$ cat src/rtl/apb_master_module.sv
// APB4 initiator: one command -> one SETUP/ACCESS transfer -> one response pulse.
// Writes are held off while the accelerator reports busy. Each wait-state run is bounded by a timeout.
module apb_master_module #(
  parameter int DATA_WIDTH     = 8,
  parameter int BUS_WIDTH      = 16,
  parameter int ADDR_WIDTH     = 32,
  parameter int TIMEOUT_CYCLES = 16,
  localparam int MAX_DIM       = BUS_WIDTH / DATA_WIDTH
) (
  input  logic                  clk_i,
  input  logic                  rst_ni,
  input  logic                  cmd_valid_i,
  output logic                  cmd_ready_o,
  input  logic                  cmd_write_i,
  input  logic [ADDR_WIDTH-1:0] cmd_addr_i,
  input  logic [BUS_WIDTH-1:0]  cmd_wdata_i,
  input  logic [MAX_DIM-1:0]    cmd_strb_i,
  output logic                  rsp_valid_o,
  output logic [BUS_WIDTH-1:0]  rsp_rdata_o,
  output logic                  rsp_err_o,
  output logic                  psel_o,
  output logic                  penable_o,
  output logic                  pwrite_o,
  output logic [MAX_DIM-1:0]    pstrb_o,
  output logic [BUS_WIDTH-1:0]  pwdata_o,
  output logic [ADDR_WIDTH-1:0] paddr_o,
  input  logic                  pready_i,
  input  logic                  pslverr_i,
  input  logic [BUS_WIDTH-1:0]  prdata_i,
  input  logic                  busy_i
);

  localparam int CNT_W = (TIMEOUT_CYCLES > 2) ? $clog2(TIMEOUT_CYCLES) : 1;

  typedef enum logic [1:0] {IDLE, SETUP, ACCESS, RESP} state_t;

  state_t           state, state_nxt;
  logic [CNT_W-1:0] cnt;
  logic             accept;
  logic             timeout;

  // A read is never gated by busy; only writes wait for the accelerator.
  assign cmd_ready_o = (state == IDLE) & ~(cmd_write_i & busy_i);
  assign accept      = cmd_valid_i & cmd_ready_o;
  assign timeout     = (state == ACCESS) & ~pready_i & (cnt == CNT_W'(TIMEOUT_CYCLES - 1));

  always_ff @(posedge clk_i or negedge rst_ni) begin
    if (!rst_ni) state <= IDLE;
    else         state <= state_nxt;
  end

  always_comb begin
    state_nxt   = state;
    psel_o      = 1'b0;
    penable_o   = 1'b0;
    rsp_valid_o = 1'b0;
    case (state)
      IDLE:   if (accept) state_nxt = SETUP;
      SETUP: begin
        psel_o    = 1'b1;
        state_nxt = ACCESS;
      end
      ACCESS: begin
        psel_o    = 1'b1;
        penable_o = 1'b1;
        if (pready_i || timeout) state_nxt = RESP;
      end
      RESP: begin
        rsp_valid_o = 1'b1;
        state_nxt   = IDLE;
      end
      default: state_nxt = IDLE;
    endcase
  end

  // Wait-state counter only runs while the slave stalls in ACCESS.
  always_ff @(posedge clk_i or negedge rst_ni) begin
    if (!rst_ni)                                        cnt <= '0;
    else if (state == ACCESS && !pready_i && !timeout) cnt <= cnt + CNT_W'(1);
    else                                                cnt <= '0;
  end

  // Read transfers drive zero data and strobes on the bus.
  always_ff @(posedge clk_i or negedge rst_ni) begin
    if (!rst_ni) begin
      pwrite_o <= 1'b0;
      paddr_o  <= '0;
      pwdata_o <= '0;
      pstrb_o  <= '0;
    end else if (accept) begin
      pwrite_o <= cmd_write_i;
      paddr_o  <= cmd_addr_i;
      pwdata_o <= cmd_write_i ? cmd_wdata_i : '0;
      pstrb_o  <= cmd_write_i ? cmd_strb_i  : '0;
    end
  end

  always_ff @(posedge clk_i or negedge rst_ni) begin
    if (!rst_ni) begin
      rsp_rdata_o <= '0;
      rsp_err_o   <= 1'b0;
    end else if (state == ACCESS) begin
      if (pready_i) begin
        rsp_rdata_o <= pwrite_o ? '0 : prdata_i;
        rsp_err_o   <= pslverr_i;
      end else if (timeout) begin
        rsp_rdata_o <= '0;
        rsp_err_o   <= 1'b1;
      end
    end
  end

endmodule

$ cat config.mk
export PLATFORM = sky130hd
export DESIGN_NAME = apb_master_module
export DESIGN_NICKNAME = d
export VERILOG_FILES = /design/src/rtl/apb_master_module.sv
export SDC_FILE = /design/constraint.sdc
export NUM_CORES = 1
export LEC_CHECK = 0
export ABC_CLOCK_PERIOD_IN_PS = 1600
export BUFFER_PORTS_ARGS = -buffer_cell sky130_fd_sc_hd__buf_2
export CAP_MARGIN = 10
export CORE_MARGIN = 5
export CORE_UTILIZATION = 25
export CTS_CLUSTER_DIAMETER = 150
export DETAILED_ROUTE_END_ITERATION = 10
export GPL_ROUTABILITY_DRIVEN = 1
export PLACE_DENSITY_LB_ADDON = 0.3
export SKIP_CTS_REPAIR_TIMING = 1
export SYNTH_ARGS = -nofsm -noshare
export SYNTH_HDL_FRONTEND = slang
export SYNTH_SLANG_ARGS = --single-unit
$ cat constraint.sdc
create_clock -name clk_i -period 1.6 [get_ports clk_i]
set_clock_uncertainty 0.2 [all_clocks]
set_input_delay 0.24 -clock clk_i [delete_from_list [all_inputs] [get_ports clk_i]]
set_output_delay 0.24 -clock clk_i [all_outputs]
set_load 0.05 [all_outputs]
==> run_results.csv <==
group,metric,value,unit
run_status,status,"finished with violations",
run_status,violations,"negative setup slack",
sta,maxSlewViolCount,0,
sta,holdWs,0.07011,ns
logic_synthesis,synth-xor-area-share,0.5922,%
worst_setup_path,rrSetupSlack,-0.22,ns
clock_tree,cts.htree.levels,3,
worst_setup_path,path_buf_inv,3,
logic_synthesis,synth.avg_cell_area,11.78,µm²
sta,clock.fmax,550.9,MHz
finish,fin_nets,570,
routing,vias_per_cell,4.226,
worst_setup_path,arrival,1.82,ns
finish,fin_area,0.005548,mm²
die,fp.dieW,118.8,µm
job,maxCapViolations,0,
worst_setup_path,worstPathRequired,1.61,ns
routing,drt-pass1-iter-count,4,
worst_setup_path,slowest_delay,0.40,ns
clock_tree,cts.path.max_buffers,2,
logic_synthesis,synthSimpleGateAreaFrac,11.00,%
clock_tree,worstSkewPairLatency,0.33,ns
sta,setup_viol,73,
hold_path,min_path_type,"input pin to flip-flop",
routing,remaining_drc_errors,0,
power_and_ir_drop,total_leakage_power,2.739,nW
hold_path,hp-start,"pready_i",
finish,drive_above_1_share,57.63,%
die,ios,145,
finish,antenna_cells,0,
routing,wire_per_inst,14.91,µm
worst_setup_path,cp_top_family,"flip-flops",
placement,port_buffers,144,
global_route,antenna_found_initial,0,
logic_synthesis,synth_cells,251,
global_route,overflow,0,
worst_setup_path,crit_type,"flip-flop to flip-flop",
routing,finalWirelength,9.555,mm
logic_synthesis,synth_nets,328,
clock_tree,cts.clk_slew.worst_paths,0.06,ns
sta,period_needed,1.815,ns
logic_synthesis,synth_fa_ha_area_share,1.692,%
sta,fin_tns_setup,-10.45,ns
die,core_area,0.01152,mm²
finish,fill_cells,1045,
die,start_util,25.68,%
logic_synthesis,synth_top_family_by_area,"multiplexers",
placement,hpwl,5.552,mm
worst_setup_path,cp-end-kind,"flip-flop",
global_route,grt_pass1_wl,12.25,mm
sta,slew-limit-headroom,73.16,%
clock_tree,cts_sinks,74,
finish,syn_to_final_growth,87.56,%
worst_setup_path,cp_cell_sequence,"inv_2 -> ha_4 -> a21boi_4 -> buf_6 -> nand2_8 -> clkbuf_16 -> mux2_4",
global_route,grt_pass1_vias,2422,
global_route,track_usage,10.92,%
sta,finalCritPeriodShare,113.4,%
clock_tree,clock-root-buffer,"clkbuf_16",
placement,dpl-instance-area,0.003989,mm²
sta,postLayoutSetupSlackWorst,-0.2151,ns
placement,gp_congestion,0.7332,
die,dieArea,0.01411,mm²
worst_setup_path,ff2ff_path_depth,7,
routing,vias,2709,
worst_setup_path,cp_slowest_cell,"dfrtp_1",
routing,initialDrtViolationCount,72,
logic_synthesis,yosys_warnings,0,
power_and_ir_drop,internal_power,6.205,mW
routing,drtAntennaViolNets,0,
logic_synthesis,muxShareOfSynthArea,13.32,%
logic_synthesis,synth_cell_type_count,26,
logic_synthesis,syn-cell-area,0.002958,mm²
hold_path,min_to,"rsp_err_o",
worst_setup_path,r2r-start,"state[1]",
clock_tree,cts_made_buffers,9,
worst_setup_path,worstPathMaxFanout,7,
sta,tightest_slew,0.4026,ns
die,die_h,118.8,µm
finish,final_util,48.17,%
sta,rsz0062_at_grt,"true",
worst_setup_path,r2r_end,"paddr_o[14]",
power_and_ir_drop,pwr-share-comb,56.2,%
sta,finalHoldViolations,0,
power_and_ir_drop,switching_share,46.80,%
power_and_ir_drop,peakVddDrop,0.0009504,V
power_and_ir_drop,clockPowerShare,17.4,%
global_route,grt_max_degree,75,
power_and_ir_drop,seqPwrFrac,26.4,%
clock_tree,cts_tree,"yes",
hold_path,hold_depth,4,
worst_setup_path,critPathLaunchType,"flip-flop",
logic_synthesis,ys_ff_latch,74,
die,row_count,39,
logic_synthesis,synth_compound_area_share,7.318,%
power_and_ir_drop,p_sw,5.459,mW
power_and_ir_drop,powerDensity,2102,mW/mm²
logic_synthesis,seq_area_frac_synth,62.61,%
[area by class of cell]
class | count | area [µm²] | area share, %
timing repair buffer | 245 | 1917 | 34.55
sequential | 74 | 1852 | 33.38
multi-input combinational | 160 | 1290 | 23.25
clock buffer | 14 | 264.0 | 4.759
tap | 143 | 178.9 | 3.225
clock inverter | 2 | 35.03 | 0.6315
inverter | 3 | 11.26 | 0.2030
[through the flow]
step / cells / worst slack, ns / total power [mW]
after floorplan: 251 / -0.3657 / 7.119
after global placement: 541 / -0.05855 / 8.421
after detailed placement: 541 / -0.09356 / 8.502
after CTS: 557 / -0.3658 / 10.60
after global routing: 641 / -0.2752 / 12.24
final: 641 / -0.2151 / 11.66
[worst min-delay path, stage by stage]
cell and delay (ns):
buf_2 0.14, nand2_1 0.06, nor2_1 0.04, a21oi_2 0.08
[Yosys cell counts]
| master | n | area share [%] |
|---|---|---|
| ha_1 | 4 | 1.7 |
| nand2b_1 | 1 | 0.21 |
| inv_1 | 3 | 0.38 |
| xnor2_1 | 1 | 0.30 |
| and2_1 | 1 | 0.21 |
| a21oi_1 | 2 | 0.34 |
| dfrtp_1 | 74 | 63 |
| nor2_1 | 5 | 0.63 |
| and3_1 | 1 | 0.21 |
| mux2_2 | 31 | 12 |
| nor2b_1 | 1 | 0.21 |
| o21ai_0 | 33 | 5.6 |
| buf_6 | 4 | 1.5 |
| clkbuf_1 | 3 | 0.38 |
| buf_2 | 5 | 0.85 |
| mux2_4 | 3 | 1.5 |
| o21ai_2 | 1 | 0.30 |
| a21boi_4 | 1 | 0.63 |
| or2_2 | 1 | 0.21 |
| nand3_1 | 1 | 0.17 |
| xor2_1 | 1 | 0.30 |
| nand2_4 | 1 | 0.38 |
| o21ai_1 | 1 | 0.17 |
| o22a_1 | 1 | 0.30 |
| clkbuf_2 | 2 | 0.34 |
| nand2_1 | 69 | 8.8 |
[routing by layer]
metal | GRT usage, % | part of all wire [%]
met5 | 0 | 0
met4 | 3.476 | 1.1
met3 | 4.250 | 6.1
met2 | 17.55 | 52
met1 | 13.56 | 41
[flip-flops by register name, summed over array words and instances (netlist names)]
register and count:
pwrite_o 1, pstrb_o 2, rsp_err_o 1, state 2
cnt 4, rsp_rdata_o 16, pwdata_o 16, paddr_o 32
[how the worst max path moves through the flow]
| stage | from | endpoint | slack [ns] | cells after the start |
|---|---|---|---|---|
| 6_report | state[1] | paddr_o[14] | -0.22 | 7 |
| 5_1_grt | state[0] | paddr_o[14] | -0.28 | 7 |
| 4_1_cts | state[0] | cmd_ready_o | -0.37 | 5 |
| 3_5_place_dp | state[0] | paddr_o[14] | -0.09 | 6 |
| 3_3_place_gp | state[0] | paddr_o[19] | -0.06 | 6 |
| 2_1_floorplan | state[1] | paddr_o[14] | -0.37 | 6 |
[power groups by stage]
stage / sequential [mW] / clock (mW) / combinational, mW
after global routing: 3.18 / 2.18 / 6.88
after global placement: 3.00 / 0 / 5.43
after CTS: 3.00 / 2.12 / 5.48
after detailed placement: 3.03 / 0 / 5.47
final: 3.08 / 2.03 / 6.55
after floorplan: 5.54 / 0 / 1.58
[logic make-up after synthesis]
family                   count (synthesis)
AO/OA/AOI/OAI                           39
flip-flops                              74
XOR/XNOR                                 2
multiplexers                            34
adder cells (fa/ha/maj)                  4
AND/OR/NAND/NOR                         81
buffers and inverters                   17
[layout by cell type, fill, tap and decap left out]
master,count
nand2b_4,1
xor2_1,1
nor2_2,2
buf_6,10
buf_2,139
ha_4,2
buf_12,6
dlygate4sd3_1,68
inv_1,1
dfrtp_1,74
clkbuf_1,3
ha_2,2
buf_8,5
a21oi_2,1
clkbuf_16,15
o21ai_4,1
and3_4,1
o22a_1,1
bufinv_16,1
nand2_1,43
nor2b_1,1
xnor2_1,1
or2_2,1
and2_1,1
mux2_4,4
nand3_1,1
clkinv_2,1
a21boi_4,1
nand2_4,12
nand2_2,14
mux2_2,30
o21ai_2,21
nand2_8,1
clkbuf_8,2
inv_2,2
buf_4,11
o21ai_1,13
nor2_1,3
a21oi_4,1
No activity file was read; power rests on OpenSTA's default activity.
